`config.mk`:
```
export PLATFORM = sky130hd
export DESIGN_NAME = mul_div_unit
export DESIGN_NICKNAME = d
export VERILOG_FILES = /design/src/rtl/mul_div_unit.sv
export SDC_FILE = /design/constraint.sdc
export NUM_CORES = 1
export LEC_CHECK = 0
export CORE_MARGIN = 2
export CORE_UTILIZATION = 50
export CTS_BUF_LIST = sky130_fd_sc_hd__clkbuf_8
export DETAILED_ROUTE_END_ITERATION = 10
export HOLD_SLACK_MARGIN = 0.15
export PLACE_DENSITY = 0.8
export RECOVER_POWER = 100
export SKIP_CTS_REPAIR_TIMING = 1
export SKIP_LAST_GASP = 1
export SLEW_MARGIN = 20
export SYNTH_ARGS = -nofsm -noshare
export SYNTH_HDL_FRONTEND = slang
export SYNTH_SLANG_ARGS = --single-unit
```
`constraint.sdc`:
```
create_clock -name clk_i -period 3.03 [get_ports clk_i]
set_input_delay 0.303 -clock clk_i [delete_from_list [all_inputs] [get_ports clk_i]]
set_output_delay 0.303 -clock clk_i [all_outputs]
set_load 0.05 [all_outputs]
```
`src/rtl/mul_div_unit.sv`:
```
// Iterative unsigned multiply/divide unit with two-cycle register-file write-back.
// Produces one result bit per CALC cycle: shift-add for MULU, restoring division for DIVU.
module mul_div_unit #(
    parameter  int WIDTH      = 8,
    parameter  int LENGTH     = 4,
    localparam int ADDR_WIDTH = $clog2(LENGTH)
) (
    input  logic                  clk_i,
    input  logic                  rst_i,
    input  logic                  start_i,
    input  logic [1:0]            op_i,
    input  logic [WIDTH-1:0]      opa_i,
    input  logic [WIDTH-1:0]      opb_i,
    input  logic [ADDR_WIDTH-1:0] dst_i,
    output logic                  busy_o,
    output logic                  done_o,
    output logic                  err_o,
    output logic                  wr_en_o,
    output logic [ADDR_WIDTH-1:0] wr_addr_o,
    output logic [WIDTH-1:0]      wr_data_o
);

    localparam int CW = (WIDTH > 2) ? $clog2(WIDTH) : 1;

    typedef enum logic [2:0] {
        S_IDLE  = 3'd0,
        S_CALC  = 3'd1,
        S_WB_LO = 3'd2,
        S_WB_HI = 3'd3,
        S_ERR   = 3'd4
    } state_t;

    state_t                state_q, state_d;
    logic                  div_q, div_d;
    logic [ADDR_WIDTH-1:0] dst_q, dst_d;
    logic [CW-1:0]         cnt_q, cnt_d;
    logic [WIDTH-1:0]      m_q, m_d;
    logic [WIDTH-1:0]      hi_q, hi_d;
    logic [WIDTH-1:0]      lo_q, lo_d;

    logic [WIDTH:0] add_sum;
    logic [WIDTH:0] shifted;
    logic [WIDTH:0] trial;

    // hi holds the partial product / remainder, lo the multiplier / quotient bits.
    assign add_sum = {1'b0, hi_q} + {1'b0, m_q};
    assign shifted = {hi_q, lo_q[WIDTH-1]};
    assign trial   = shifted - {1'b0, m_q};

    always_ff @(posedge clk_i) begin
        if (rst_i) begin
            state_q <= S_IDLE;
            div_q   <= 1'b0;
            dst_q   <= '0;
            cnt_q   <= '0;
            m_q     <= '0;
            hi_q    <= '0;
            lo_q    <= '0;
        end else begin
            state_q <= state_d;
            div_q   <= div_d;
            dst_q   <= dst_d;
            cnt_q   <= cnt_d;
            m_q     <= m_d;
            hi_q    <= hi_d;
            lo_q    <= lo_d;
        end
    end

    always_comb begin
        state_d = state_q;
        div_d   = div_q;
        dst_d   = dst_q;
        cnt_d   = cnt_q;
        m_d     = m_q;
        hi_d    = hi_q;
        lo_d    = lo_q;
        case (state_q)
            S_IDLE: begin
                if (start_i) begin
                    div_d = op_i[0];
                    dst_d = dst_i;
                    if (op_i[1]) begin
                        state_d = S_ERR;
                    end else begin
                        state_d = S_CALC;
                        cnt_d   = CW'(WIDTH - 1);
                        hi_d    = '0;
                        m_d     = op_i[0] ? opb_i : opa_i;
                        lo_d    = op_i[0] ? opa_i : opb_i;
                    end
                end
            end
            S_CALC: begin
                if (div_q) begin
                    // A zero divisor never goes negative, giving all-ones Q and R = dividend.
                    if (!trial[WIDTH]) begin
                        hi_d = trial[WIDTH-1:0];
                        lo_d = {lo_q[WIDTH-2:0], 1'b1};
                    end else begin
                        hi_d = shifted[WIDTH-1:0];
                        lo_d = {lo_q[WIDTH-2:0], 1'b0};
                    end
                end else if (lo_q[0]) begin
                    {hi_d, lo_d} = {add_sum, lo_q[WIDTH-1:1]};
                end else begin
                    {hi_d, lo_d} = {1'b0, hi_q, lo_q[WIDTH-1:1]};
                end
                cnt_d = cnt_q - CW'(1);
                if (cnt_q == '0) begin
                    state_d = S_WB_LO;
                end
            end
            S_WB_LO: state_d = S_WB_HI;
            S_WB_HI: state_d = S_IDLE;
            S_ERR:   state_d = S_IDLE;
            default: state_d = S_IDLE;
        endcase
    end

    always_comb begin
        busy_o    = (state_q == S_CALC) || (state_q == S_WB_LO) || (state_q == S_WB_HI);
        done_o    = (state_q == S_WB_HI);
        err_o     = (state_q == S_ERR);
        wr_en_o   = 1'b0;
        wr_addr_o = '0;
        wr_data_o = '0;
        if (state_q == S_WB_LO) begin
            wr_en_o   = 1'b1;
            wr_addr_o = dst_q;
            wr_data_o = lo_q;
        end else if (state_q == S_WB_HI) begin
            wr_en_o   = 1'b1;
            wr_addr_o = (dst_q == ADDR_WIDTH'(LENGTH - 1)) ? '0 : dst_q + ADDR_WIDTH'(1);
            wr_data_o = hi_q;
        end
    end

endmodule

```
## Word level (Yosys, flattened, before mapping)

Cells that the tools add are included.

- Register bits: 33
- Output and inout port bits: 14

- Mux-type cells: 28
- Bitwise gates (word level): 1
- Add/sub/neg operators: 4
- Reduce and logical (&&, ||, !) cells: 9
- Eq/ne operators: 8

Operator list:

| operator | count |
|---|---|
| $mux 8 | 13 |
| $pmux 8 s2 | 2 |
| $mux 3 | 5 |
| $add 8x8->9 | 1 |
| $pmux 3 s3 | 1 |
| $sub 9x8->9 | 1 |
| $eq 3x2->1 const B | 2 |
| $logic_not 3->1 | 2 |
| $mux 2 | 3 |
| $ne 2x2->1 const B | 3 |
| $pmux 3 s2 | 1 |
| $reduce_and 3->1 | 2 |
| $reduce_and 2->1 | 2 |
| $eq 3x1->1 const B | 1 |
| $eq 3x3->1 const B | 1 |
| $mux 1 | 3 |
| $sub 3x1->3 const B | 1 |
| $add 2x1->2 const B | 1 |
| $eq 2x2->1 const B | 1 |
| $logic_or 1x1->1 | 2 |
| $reduce_bool 2->1 | 1 |
| $not 1->1 | 1 |

## Depth between registers and ports, before layout

- Depth in word-level cells: 4
- Depth in mapped cells: 10
- Mapped depth without buffers: 10

## Worst setup path after synthesis

Ideal clock, no wire load.

- Path kind: register to register
- Start: reg lo_q[7]
- End: reg hi_q[0]
- Required time: 2.962 ns
- Slack: 0.772 ns
- Data arrival time: 2.189 ns
- Clock period less this slack: 2.258 ns
- Stages on the path, launching flop included: 11
- Cells stage by stage: dfxtp_1 > inv_1 > ha_1 > inv_1 > fa_1 > a211oi_1 > nor3_1 > mux2i_2 > nor2_4 > mux2_4 > o21ai_2

- Longest elaborated chain between the ends: 4

RTL lines:

| element | line | RTL |
|---|---|---|
| start, declared | 39 | `logic [WIDTH-1:0] lo_q, lo_d;` |
| start signal, assigned | 66 | `lo_q <= lo_d;` |
| $sub 9x8->9 | 48 | `assign trial = shifted - {1'b0, m_q};` |
| $mux 8 (*) | 97 | `if (!trial[WIDTH]) begin` |
| $mux 8 (*) | 95 | `if (div_q) begin` |
| $pmux 8 s2 (*) | 78 | `case (state_q)` |
| end signal, assigned | 65 | `hi_q <= hi_d;` |
| end, declared | 38 | `logic [WIDTH-1:0] hi_q, hi_d;` |

Mark *: on every way between the ends. The rest lies on a longest branch, timed or not.
A chain may end at the register's enable or synchronous reset.

## Final worst setup path

- Start: reg state_q[1]
- End: out wr_data_o[3]

- Longest elaborated chain between the ends: 3
- Elaborated cells on any way between the ends: 4
- Those cells by class: eq/ne: 2; mux: 2

RTL lines:

| element | line | RTL |
|---|---|---|
| start, declared | 33 | `state_t state_q, state_d;` |
| start signal, assigned | 60 | `state_q <= state_d;` |
| $eq 3x2->1 | 132 | `end else if (state_q == S_WB_HI) begin` |
| $mux 8 | 132 |  |
| $mux 8 (*) | 128 | `if (state_q == S_WB_LO) begin` |
| end, declared | 20 | `output logic [WIDTH-1:0] wr_data_o` |

Marked as above.

==> results.md <==
* Htree depth at 2
* Cell Rows at 26
* CTS tree: yes
* Via count at 2462
* Ys async rst share at 0%
* Total clock buffers created by CTS at 5
* Root buffer cell: clkbuf_8
* Die Y at 76.2 microns
* Main synth FF type: dfxtp_1
* Top post-synthesis cells by area: dfxtp_1 (25%), mux2i_1 (13%), ha_1 (9.1%)
* Hold Crit Class: flop to flop
* Post-Syn Instances at 320
* First-pass DRT Iterations at 4
* Number of global-route vias before repair at 2424
* CP peak stage delay at 900 ps
* Final worst slack at 438 ps
* Unique masters post-synth at 54
* Period Utilization, post-route at 85.6%
* I/O Buffers at 36
* GPL Wtd Cong at 0.899
* Crit path launch type: flop
* Sequential area share after synthesis at between 20% and 30%
* Synth top area share at 25.4%
* Worst vdd ir at 0.000362 V
* Reg area at 661 sq um
* Fillers at 432
* Pwr Density at 472 nW/um^2
* Core Util, Final at 61.8%
* Synth warnings at 0
* Antenna Cells at 0
* Vias per cell at 5.81
* Remaining Overflow, GRT at 0
* Clk slew on worst S/H paths at 80 ps
* F_max at 0.386 GHz
* Data arrival, critical path at 2290 ps
* # clock sinks at 33
* Pleak at 1.26 nW
* Crit path capture type: output port
* Post-DP HPWL at 5070 microns
* Commonest cells in the netlist: nor2_1 (51), dfxtp_1 (33), mux2i_1 (33)
* Final Power at 0.00148 W
* CP Cell Sequence: nand2b_1, nor2_1, dlygate4sd3_1
* Core Box Area at ~5100 sq um
* Mapped cell area at 2600 sq um
* Period minus WS final at approximately 2600 ps
* Cell with the most instances after synthesis: nor2_1
* Skew-Pair Late Insertion Delay at between 200 and 300 ps
* Status: complete, no violations
* Cell taking the most area after synthesis: dfxtp_1
* # nets final at just under 400
* Worst-margin pin slew at 811 ps
* First-pass GRT wire length at 11500 microns
* Post-synthesis register bit count at 33
* Antenna Violating Nets Remaining at 0
* Max-cap viol count at 0
* Top delay family on crit path: buffers and inverters
* Total die area at 5800 sq um
* Crit Path Class: flop to output port
* Drt drc at 0
* Crit path max fanout at 12
* Clock Tree Buf Depth at 2
* WL/cell at 15.7 microns
* Total wire length at 6670 microns
* Post-synth EDFFs at 0
* Initial antenna violation count at 0
* Worst slew margin at 45.9%
* Syn_area_per_cell at slightly above 8 sq um
* Mapped Nets at between 300 and 400
* Starting Density at between 50% and 60%
* IO Pins at 37
* Worst slack, placed at 527 ps
* Final hold violation count at 0
* P&R area growth vs syn at 20.5%
* Largest net degree at the start of global routing at 27
* Chip Width at ~76 microns
* Setup TNS at 0 ps
* Pins Over Slew Limit at 0
* Layout cells sized above 1 at 6.21%
* RSZ-0062 raised after global routing: no
* CP bufs+invs at 1
* DR iter-0 viols at 148
* Final Skew at 6.68 ps
* GRT Total Usage at 24.2%
* Count of final setup violators at 0
* CP max stage cell: dlygate4sd3_1
* CP required at 2730 ps
* Multi-input gate area at 1800 sq um
==> metrics by stage <==
step	cells	instance area (sq um)	hold WS (ps)
after global routing	424	3140	558
after global placement	416	3040	493
final	424	3140	530
after CTS	424	3150	533
after floorplan	320	2600	450
after detailed placement	416	3040	516
==> sequential cells by signal (all words and copies together) (netlist names) <==
signal	cells
m_q	8
lo_q	8
div_q	1
hi_q	8
dst_q	2
state_q	3
cnt_q	3
==> worst paths after layout <==
path	from	end	slack [ps]	cells after the start
worst max-delay path	state_q[1]$_SDFFE_PP0P_	wr_data_o[3]	440	3
worst min-delay path	cnt_q[1]$_SDFFE_PP0P_	cnt_q[1]$_SDFFE_PP0P_	530	2
worst max register to register	lo_q[7]$_SDFFE_PP0P_	lo_q[0]$_SDFFE_PP0P_	440	10
worst min register to register	cnt_q[1]$_SDFFE_PP0P_	cnt_q[1]$_SDFFE_PP0P_	530	2
==> per-layer routing <==
| metal | routed length, microns | global-route usage [%] | part of all wire [%] |
|---|---|---|---|
| met1 | 2960 | 30.9 | 44 |
| met2 | 3320 | 41.8 | 50 |
| met3 | 305 | 3.44 | 4.6 |
| met4 | 82 | 8.18 | 1.2 |
| met5 | 0 | 0 | 0 |
==> layout make-up <==
cell class                      instances  share of cell area [%]
Tap cell                               70                    2.79
Sequential cell                        33                    21.1
Multi-Input combinational cell        252                    57.3
Timing Repair Buffer                   44                    13.2
Clock inverter                          3                    1.48
Inverter                               17                    2.03
Clock buffer                            5                    2.19
==> worst register-to-register path, stage by stage (launching register included) <==
cell	delay [ps]
dfxtp_1	340
inv_1	70
ha_1	160
inv_1	50
fa_1	420
a211oi_1	340
nor3_1	130
mux2i_1	380
o31ai_1	170
a222oi_1	330
nor2_1	60
==> kinds of logic (layout without fill, tap and decap cells) <==
kind of cell | Yosys count | after routing | synth area share (%)
mux | 36 | 36 | 14.2
fa+ha+maj | 21 | 21 | 10.7
xor+xnor | 9 | 9 | 3.03
compound gates | 92 | 92 | 23.7
simple gates | 94 | 94 | 17.6
flops | 33 | 33 | 25.4
buf+inv | 35 | 69 | 5.33
==> where the power goes <==
group          internal [W]  switching [W]
clock network      0.000246       0.000180
logic              0.000232       0.000299
registers          0.000475      0.0000493
total              0.000953       0.000529
==> cells in the final DEF (no fill, tap or decap), types with 2 or more instances in the layout <==
master	n
nor2_1	51
mux2i_1	34
dfxtp_1	33
a211oi_1	24
a21oi_1	23
clkdlybuf4s50_1	21
ha_1	19
inv_1	16
dlygate4sd3_1	15
o21ai_0	13
nor2b_1	12
nand2_1	10
buf_4	6
nor3_1	5
xnor2_1	5
clkbuf_8	5
o21bai_1	4
a21o_1	4
xor2_1	4
o21a_1	3
o31ai_1	3
nand3_1	3
a222oi_1	2
a31oi_1	2
a221oi_1	2
fa_1	2
clkbuf_1	2
No activity file was read; power rests on OpenSTA's default activity.
